--- src/rtl/mix_state_sequencer_pkg.sv ---
// Shared definitions for the MixColumns state sequencer: FSM encoding,
// column index type, shared-unit latency and the GF(2^8) column transforms.
package mix_state_sequencer_pkg;

  typedef enum logic [1:0] {
    ST_IDLE  = 2'd0,
    ST_FEED  = 2'd1,
    ST_DRAIN = 2'd2,
    ST_DONE  = 2'd3
  } seq_state_e;

  typedef logic [1:0] col_idx_t;

  // Register stages inside the shared single-column unit.
  localparam int unsigned MIX_LATENCY     = 32'd1;
  // Accept edge to out_valid: four columns fed plus the unit latency.
  localparam int unsigned ACCEPT_TO_VALID = 32'd4 + MIX_LATENCY;

  localparam col_idx_t FIRST_COL = 2'd0;
  localparam col_idx_t LAST_COL  = 2'd3;

  // Multiply by x in GF(2^8) modulo the AES polynomial.
  function automatic logic [7:0] xtime(input logic [7:0] b);
    xtime = {b[6:0], 1'b0} ^ (b[7] ? 8'h1b : 8'h00);
  endfunction

  // Multiply by a small 4-bit constant (shift-and-add over the bits of k).
  function automatic logic [7:0] gmul(input logic [7:0] b, input logic [3:0] k);
    logic [7:0] acc;
    logic [7:0] pw;
    acc = 8'h00;
    pw  = b;
    for (int i = 0; i < 4; i++) begin
      if (k[i]) acc = acc ^ pw;
      pw = xtime(pw);
    end
    gmul = acc;
  endfunction

  // Forward MixColumns on one column; byte 0 is the MSB byte.
  function automatic logic [31:0] mix_col_fwd(input logic [31:0] c);
    logic [7:0] a0, a1, a2, a3;
    a0 = c[31:24]; a1 = c[23:16]; a2 = c[15:8]; a3 = c[7:0];
    mix_col_fwd = {gmul(a0, 4'd2) ^ gmul(a1, 4'd3) ^ a2 ^ a3,
                   a0 ^ gmul(a1, 4'd2) ^ gmul(a2, 4'd3) ^ a3,
                   a0 ^ a1 ^ gmul(a2, 4'd2) ^ gmul(a3, 4'd3),
                   gmul(a0, 4'd3) ^ a1 ^ a2 ^ gmul(a3, 4'd2)};
  endfunction

  // Inverse MixColumns on one column; byte 0 is the MSB byte.
  function automatic logic [31:0] mix_col_inv(input logic [31:0] c);
    logic [7:0] a0, a1, a2, a3;
    a0 = c[31:24]; a1 = c[23:16]; a2 = c[15:8]; a3 = c[7:0];
    mix_col_inv = {gmul(a0, 4'd14) ^ gmul(a1, 4'd11) ^ gmul(a2, 4'd13) ^ gmul(a3, 4'd9),
                   gmul(a0, 4'd9)  ^ gmul(a1, 4'd14) ^ gmul(a2, 4'd11) ^ gmul(a3, 4'd13),
                   gmul(a0, 4'd13) ^ gmul(a1, 4'd9)  ^ gmul(a2, 4'd14) ^ gmul(a3, 4'd11),
                   gmul(a0, 4'd11) ^ gmul(a1, 4'd13) ^ gmul(a2, 4'd9)  ^ gmul(a3, 4'd14)};
  endfunction

endpackage

--- src/rtl/mix_state_sequencer_mixcol.sv ---
// Shared single-column MixColumns unit: the column is registered on entry
// and the forward/inverse result is selected combinationally by inv.
module mixColumns
  import mix_state_sequencer_pkg::*;
(
  output logic [31:0] mixOut,
  input  logic [31:0] mixIn,
  input  logic        clk,
  input  logic        inv
);

  logic [31:0] col_q;

  // Input column register; intentionally unreset, its output is only
  // captured after a fresh column has been fed.
  always_ff @(posedge clk) begin
    col_q <= mixIn;
  end

  // Combinational mode select on the registered column.
  always_comb begin
    mixOut = 32'h0000_0000;
    if (inv) begin
      mixOut = mix_col_inv(col_q);
    end else begin
      mixOut = mix_col_fwd(col_q);
    end
  end

endmodule

--- src/rtl/mix_state_sequencer.sv ---
// Feeds a 128-bit AES state through one shared MixColumns column unit,
// one column per cycle, and presents the registered result downstream.
module mix_state_sequencer
  import mix_state_sequencer_pkg::*;
#(
  parameter int COUNT_W = 16
) (
  input  logic               clk,
  input  logic               rst_n,
  input  logic               in_valid,
  output logic               in_ready,
  input  logic [127:0]       in_state,
  input  logic               in_inv,
  output logic               out_valid,
  input  logic               out_ready,
  output logic [127:0]       out_state,
  output logic               busy,
  output logic [COUNT_W-1:0] blocks_done
);

  seq_state_e         state_q, state_d;
  col_idx_t           col_cnt_q, col_cnt_d;
  logic [127:0]       hold_state_q, hold_state_d;
  logic               hold_inv_q, hold_inv_d;
  logic [127:0]       result_q, result_d;
  logic [COUNT_W-1:0] blocks_q, blocks_d;

  logic               accept_s;
  logic               out_hs_s;
  logic               cap_en_s;
  col_idx_t           cap_idx_s;
  logic [31:0]        mix_in_s;
  logic [31:0]        mix_out_s;

  assign accept_s    = (state_q == ST_IDLE) && in_valid;
  assign out_hs_s    = (state_q == ST_DONE) && out_ready;
  assign out_state   = result_q;
  assign blocks_done = blocks_q;

  mixColumns u_mix (
    .mixOut (mix_out_s),
    .mixIn  (mix_in_s),
    .clk    (clk),
    .inv    (hold_inv_q)
  );

  // FSM state register.
  always_ff @(posedge clk or negedge rst_n) begin
    if (!rst_n) begin
      state_q <= ST_IDLE;
    end else begin
      state_q <= state_d;
    end
  end

  // FSM next-state logic.
  always_comb begin
    state_d = state_q;
    case (state_q)
      ST_IDLE: begin
        if (in_valid) state_d = ST_FEED;
        else          state_d = ST_IDLE;
      end
      ST_FEED: begin
        if (col_cnt_q == LAST_COL) state_d = ST_DRAIN;
        else                       state_d = ST_FEED;
      end
      ST_DRAIN: state_d = ST_DONE;
      ST_DONE: begin
        if (out_ready) state_d = ST_IDLE;
        else           state_d = ST_DONE;
      end
      default: state_d = ST_IDLE;
    endcase
  end

  // FSM output decode from the registered state only.
  always_comb begin
    in_ready  = 1'b0;
    busy      = 1'b1;
    out_valid = 1'b0;
    case (state_q)
      ST_IDLE: begin
        in_ready = 1'b1;
        busy     = 1'b0;
      end
      ST_FEED:  out_valid = 1'b0;
      ST_DRAIN: out_valid = 1'b0;
      ST_DONE:  out_valid = 1'b1;
      default: begin
        in_ready  = 1'b0;
        busy      = 1'b1;
        out_valid = 1'b0;
      end
    endcase
  end

  // Column select mux feeding the shared unit from the holding register.
  always_comb begin
    mix_in_s = 32'h0000_0000;
    case (col_cnt_q)
      2'd0:    mix_in_s = hold_state_q[127:96];
      2'd1:    mix_in_s = hold_state_q[95:64];
      2'd2:    mix_in_s = hold_state_q[63:32];
      2'd3:    mix_in_s = hold_state_q[31:0];
      default: mix_in_s = 32'h0000_0000;
    endcase
  end

  // Result capture enable: the unit output lags the fed column by one cycle.
  always_comb begin
    cap_en_s  = 1'b0;
    cap_idx_s = FIRST_COL;
    if (state_q == ST_DRAIN) begin
      cap_en_s  = 1'b1;
      cap_idx_s = LAST_COL;
    end else if ((state_q == ST_FEED) && (col_cnt_q != FIRST_COL)) begin
      cap_en_s  = 1'b1;
      cap_idx_s = col_cnt_q - 2'd1;
    end else begin
      cap_en_s  = 1'b0;
      cap_idx_s = FIRST_COL;
    end
  end

  // Datapath next values: holding registers, column counter, result slots, block count.
  always_comb begin
    hold_state_d = hold_state_q;
    hold_inv_d   = hold_inv_q;
    col_cnt_d    = col_cnt_q;
    result_d     = result_q;
    blocks_d     = blocks_q;

    if (accept_s) begin
      hold_state_d = in_state;
      hold_inv_d   = in_inv;
      col_cnt_d    = FIRST_COL;
    end else if (state_q == ST_FEED) begin
      col_cnt_d = col_cnt_q + 2'd1;
    end else begin
      col_cnt_d = col_cnt_q;
    end

    if (cap_en_s) begin
      case (cap_idx_s)
        2'd0:    result_d[127:96] = mix_out_s;
        2'd1:    result_d[95:64]  = mix_out_s;
        2'd2:    result_d[63:32]  = mix_out_s;
        2'd3:    result_d[31:0]   = mix_out_s;
        default: result_d         = result_q;
      endcase
    end else begin
      result_d = result_q;
    end

    if (out_hs_s) begin
      blocks_d = blocks_q + COUNT_W'(1'b1);
    end else begin
      blocks_d = blocks_q;
    end
  end

  // Datapath registers.
  always_ff @(posedge clk or negedge rst_n) begin
    if (!rst_n) begin
      hold_state_q <= 128'h0;
      hold_inv_q   <= 1'b0;
      col_cnt_q    <= FIRST_COL;
      result_q     <= 128'h0;
      blocks_q     <= '0;
    end else begin
      hold_state_q <= hold_state_d;
      hold_inv_q   <= hold_inv_d;
      col_cnt_q    <= col_cnt_d;
      result_q     <= result_d;
      blocks_q     <= blocks_d;
    end
  end

endmodule

--- config.mk ---
export PLATFORM = sky130hd
export DESIGN_NAME = mix_state_sequencer
export DESIGN_NICKNAME = d
export VERILOG_FILES = /design/src/rtl/mix_state_sequencer_pkg.sv /design/src/rtl/mix_state_sequencer_mixcol.sv /design/src/rtl/mix_state_sequencer.sv
export SDC_FILE = /design/constraint.sdc
export NUM_CORES = 1
export LEC_CHECK = 0
export ABC_AREA = 1
export BUFFER_PORTS_ARGS = -buffer_cell sky130_fd_sc_hd__buf_2
export CAP_MARGIN = 20
export CORE_AREA = 10 10 241 266
export DETAILED_ROUTE_END_ITERATION = 8
export DIE_AREA = 0 0 251 276
export SETUP_SLACK_MARGIN = 0.1
export SYNTH_ARGS = -nofsm -noshare
export SYNTH_HDL_FRONTEND = slang
export SYNTH_SLANG_ARGS = --single-unit
export TNS_END_PERCENT = 10
--- constraint.sdc ---
create_clock -name clk -period 6.44 [get_ports clk]
set_clock_uncertainty 0.15 [all_clocks]
set_input_delay 0.322 -clock clk [delete_from_list [all_inputs] [get_ports clk]]
set_output_delay 0.322 -clock clk [all_outputs]
set_load 0.1 [all_outputs]
Word level (Yosys, flattened, before mapping)

Index checks and enable logic that the tools add are counted.

Flip-flop bits (word level): 309
Bits in latches: 0
Memory bits (writable): 0
Memory bits (read-only): 0
Input bits: 133
Output and inout port bits: 147
Logic and storage cells: 177
Memories kept: 0

Add/sub/neg operators: 3
Multiply operators: 0
Div/mod/pow operators: 0
Order comparisons: 0
Equal/unequal tests: 9
Shifts and indexed selects: 0
Multiplexer cells: 75
Bitwise operators: 68
Reductions and logical operators: 12

Operators with widths:

| cell                    | count |
|---|---|
| $xor A8 B8 Y8           | 67 |
| $mux W8                 | 48 |
| $pmux W32 S4            | 1 |
| $mux W5                 | 12 |
| $mux W32                | 1 |
| $add A16 B1 Y16 const B | 1 |
| $eq A2 B2 Y1 const B    | 6 |
| $mux W2                 | 6 |
| $pmux W2 S4             | 1 |
| $reduce_and A2 Y1       | 4 |
| $xor A8 B5 Y8           | 1 |
| $eq A2 B1 Y1 const B    | 3 |
| $logic_not A2 Y1        | 3 |
| $mux W1                 | 6 |
| $reduce_bool A2 Y1      | 2 |
| $logic_and A1 B1 Y1     | 3 |
| $add A2 B1 Y2 const B   | 1 |
| $sub A2 B1 Y2 const B   | 1 |

Depth between registers and ports, before layout

Depth in word-level cells: 12
Depth in mapped cells: 18
Mapped depth without buffers: 17

Cells and area by module

From an unflattened synthesis, not the netlist that was laid out.

Cells, all modules: 2,399
Area total of the unflattened synthesis: 17,814.6 µm²

Modules (own cells, without submodules):

| module              | times used | cells each | area each (µm²) | seq. area each (µm²) |
|---|---|---|---|---|
| mix_state_sequencer | 1          | 1,405      | 11,682.5        | 6,931.6 |
| mixColumns          | 1          | 994        | 6,132.1         | 640.6 |

Worst setup path before layout

No wires, ideal clock.

Path type: register -> output
From: register state_q[1]
To: output busy
Arrival time: 2.684 ns
Required time: 5.968 ns
Path slack: 3.284 ns
Stages on the path, launching flop included: 3
Path through: dfrtp_1 -> nor2_1 -> inv_1

Word-level cells in the longest chain between the ends: 2

Ends and longest elaborated chain:

| item                   | line                      | text |
|---|---|---|
| from (decl)            | mix_state_sequencer.sv:21 | `seq_state_e state_q, state_d;` |
| from (signal assigned) | mix_state_sequencer.sv:52 | `state_q <= state_d;` |
| $logic_not A2 Y1       | mix_state_sequencer.sv:82 | `case (state_q)` |
| $mux W1                | mix_state_sequencer.sv:82 |  |
| to (decl)              | mix_state_sequencer.sv:17 | `output logic busy,` |

No other way between the ends.

Worst setup path in the final report

From: register col_cnt_q[0]
To: register result_q[36] (netlist: out_state[36])

Word-level cells in the longest chain between the ends: 6

Ends and longest elaborated chain:

| item                                                  | line                       | text |
|---|---|---|
| from (decl)                                           | mix_state_sequencer.sv:22  | `col_idx_t col_cnt_q, col_cnt_d;` |
| from (signal assigned)                                | mix_state_sequencer.sv:174 | `col_cnt_q <= col_cnt_d;` |
| branches (longest 5 deep; another with $sub A2 B1 Y2) | --                         |  |
| $reduce_and A2 Y1 (no source line) *                  | --                         |  |
| to (signal assigned)                                  | mix_state_sequencer.sv:175 | `result_q <= result_d;` |
| to (decl)                                             | mix_state_sequencer.sv:25  | `logic [127:0] result_q, result_d;` |

Mark *: on every way between the ends.
A chain may end at the register's enable or synchronous reset.

==> impl_metrics.csv <==
group,metric,value,unit
global_route,grt_antenna_before_repair,1,
die,core_area,58300,um^2
critical_path,crit_path_max_fanout,41,
timing,rsz0062_at_grt,"no",
timing,tightest_slew,1.17,ns
final_layout,antenna_cells,0,
die,io_pins,280,
logic_synthesis,synthFlopType,"dfrtp_1",
place,post-place-ws,3.03,ns
die,die_height,276,um
critical_path,crit_start,"col_cnt_q[0]",
clocking,numClockSinks,309,
detailed_routing,drtAntennaViolNets,0,
global_route,met2_usage,26.0,%
critical_path,cp.required,6.71,ns
global_route,grt_use_total,16.5,%
place,io_buffers,279,
final_layout,area_growth,25.7,%
global_route,grt_pass1_wl,91400,um
clocking,path_clk_slew,0.06,ns
timing,finalCriticalPeriod,3.45,ns
logic_synthesis,synthArstFlopShare,89.6,%
logic_synthesis,ys_types,47,
min_path,hold_start,"out_ready",
timing,fmax,290,MHz
status,status,"finished, final reports clean",
critical_path,critPathLaunchType,"flip-flop",
detailed_routing,dr.pass1.iters,6,
critical_path,worstSetupEndpointType,"flip-flop",
global_route,grt_pass1_vias,15500,
clocking,tritoncts,"built",
final_layout,final.fill_count,5994,
min_path,hold_path_class,"input pin to flip-flop",
clocking,cts_max_level,2,
logic_synthesis,avgSynthCellArea,7.69,um^2
critical_path,crit_arrival,3.72,ns
place,place.gp.congestion,0.930,
clocking,clock-root-buffer,"clkbuf_16",
detailed_routing,drt-total-wl,58700,um
timing,hold_viol,0,
clocking,cts_setup_buffers,0,
logic_synthesis,netlist_instances,2255,
critical_path,rr_startpoint,"col_cnt_q[0]",
global_route,grt_max_degree,165,
job,maxCapViolations,0,
detailed_routing,vias_per_cell,4.61,
logic_synthesis,yosysSeqAreaShare,43.7,%
detailed_routing,drt-wirelength-per-cell,17.2,um
clocking,cts_buffer_depth,3,
timing,final-setup-viol-count,0,
logic_synthesis,yosysWarnings,0,
final_layout,most-common-layout-cells,"nand2_1 (1090), buf_2 (278), dfrtp_1 (277), xor2_1 (133), dlygate4sd3_1 (130)",
logic_synthesis,syn_nets,2393,
die,die_area,69300,um^2
clocking,cts_buffers,37,
die,rows,93,
clocking,insertion_delay,0.55,ns
global_route,use_met1,22.0,%
global_route,globalRouteOverflowTotal,0,
final_layout,final_nets,2752,
detailed_routing,drc,0,
timing,postLayoutSetupSlackWorst,2.99,ns
critical_path,worst-setup-path-type,"flip-flop to flip-flop",
global_route,top_usage_layer,"met2",
final_layout,final_common_cell,"nand2_1",
global_route,gr-usage-met3,4.13,%
timing,fin_crit_sh,53.5,%
detailed_routing,via_count,15700,
place,dp_hpwl,42000,um
logic_synthesis,synth_edf_count,0,
timing,relSlewSlack,22.0,%
timing,tns,0,ns
logic_synthesis,ys_seq_elements,309,
final_layout,multi_input_area,8790,um^2
final_layout,utilization,37.4,%
die,start_util,29.7,%
final_layout,seqCellArea,7570,um^2
detailed_routing,drt_iter0_drc,1169,
die,dieWidth,251,um
logic_synthesis,syn_area,17300,um^2
timing,slew_violations,0,
final_layout,drive_gt1_share,19.0,%
path summary, 6_finish.rpt:
path | slack [ns] | end | depth (start not counted)
worst max-delay path | 2.99 | out_state[36] | 11
worst min-delay path | 0.07 | blocks_done[1] | 5
worst max register to register | 2.99 | out_state[36] | 11
worst min register to register | 0.32 | out_state[63] | 2
max in group asynchronous | 4.34 | hold_state_q[100] | 3
min in group asynchronous | 0.26 | out_state[95] | 2
kinds of logic after synthesis:
group	count (synthesis)	share of synthesized area (%)
AND/OR/NAND/NOR	1333	31.5
buffers and inverters	220	5.72
AO/OA/AOI/OAI	148	4.79
adder cells (fa/ha/maj)	5	0.361
flip-flops	309	43.7
XOR/XNOR	240	14.0
registers in the layout, indices dropped and copies added, names as in the netlist:
register / flops
blocks_done: 16
col_cnt_q: 2
hold_inv_q: 1
hold_state_q: 128
out_state: 128
state_q: 2
u_mix.col_q: 32
through the flow:
step,cells,cell area (um^2),hold WS [ns]
2_1_floorplan,2255,17300,-0.124
3_3_place_gp,3205,19300,0.307
3_5_place_dp,3205,19300,0.311
4_1_cts,3402,21800,0.0458
5_1_grt,3402,21800,0.0784
6_report,3402,21800,0.0655
synthesized netlist by cell type (all sizes together), types with 5 or more instances:
master	n	area, um^2
buf	45	313
dfrtp	277	6930
inv	115	454
ha	5	62.6
clkbuf	58	218
nand3b	6	45.0
nor2	68	293
nand2	1135	4440
a31oi	34	213
a21oi	51	263
dfxtp	32	641
xor2	152	1530
or2	8	50.1
nand3	110	571
o21ai	60	334
xnor2	88	898
layout make-up:
cell class | instances | area share, %
clock buffers | 54 | 5.15
clock inverters | 13 | 0.356
inverters | 117 | 2.13
multi-input cells | 1726 | 40.3
flip-flops and latches | 309 | 34.7
well taps | 760 | 4.36
repair buffers | 423 | 13.0
per-layer routing:
metal / wire, um / part of all wire (%) / vias to the layer above
li1: - / - / 7663
met1: 26200 / 45 / 7411
met2: 26700 / 46 / 539
met3: 4470 / 7.6 / 87
met4: 1300 / 2.2 / 0
met5: 0 / 0 / -
worst max-delay path: stages (launching register included):
cell	delay, ns
dfrtp_1	0.41
inv_1	0.18
ha_1	0.18
buf_4	0.41
nor2_2	0.11
a21oi_2	0.37
inv_2	0.08
nand2_1	0.07
buf_4	0.42
inv_1	0.56
nand3_1	0.25
nand2_1	0.07
timing repair:
| item | in CTS | in global routing |
|---|---|---|
| hold endpoints to repair | 242 | 0 |
| hold buffers | 130 | 0 |
| gates resized for setup | 0 | 0 |
Power is not shown: default switching activity piles up to over one toggle a cycle in this logic, so the estimate is an artifact.
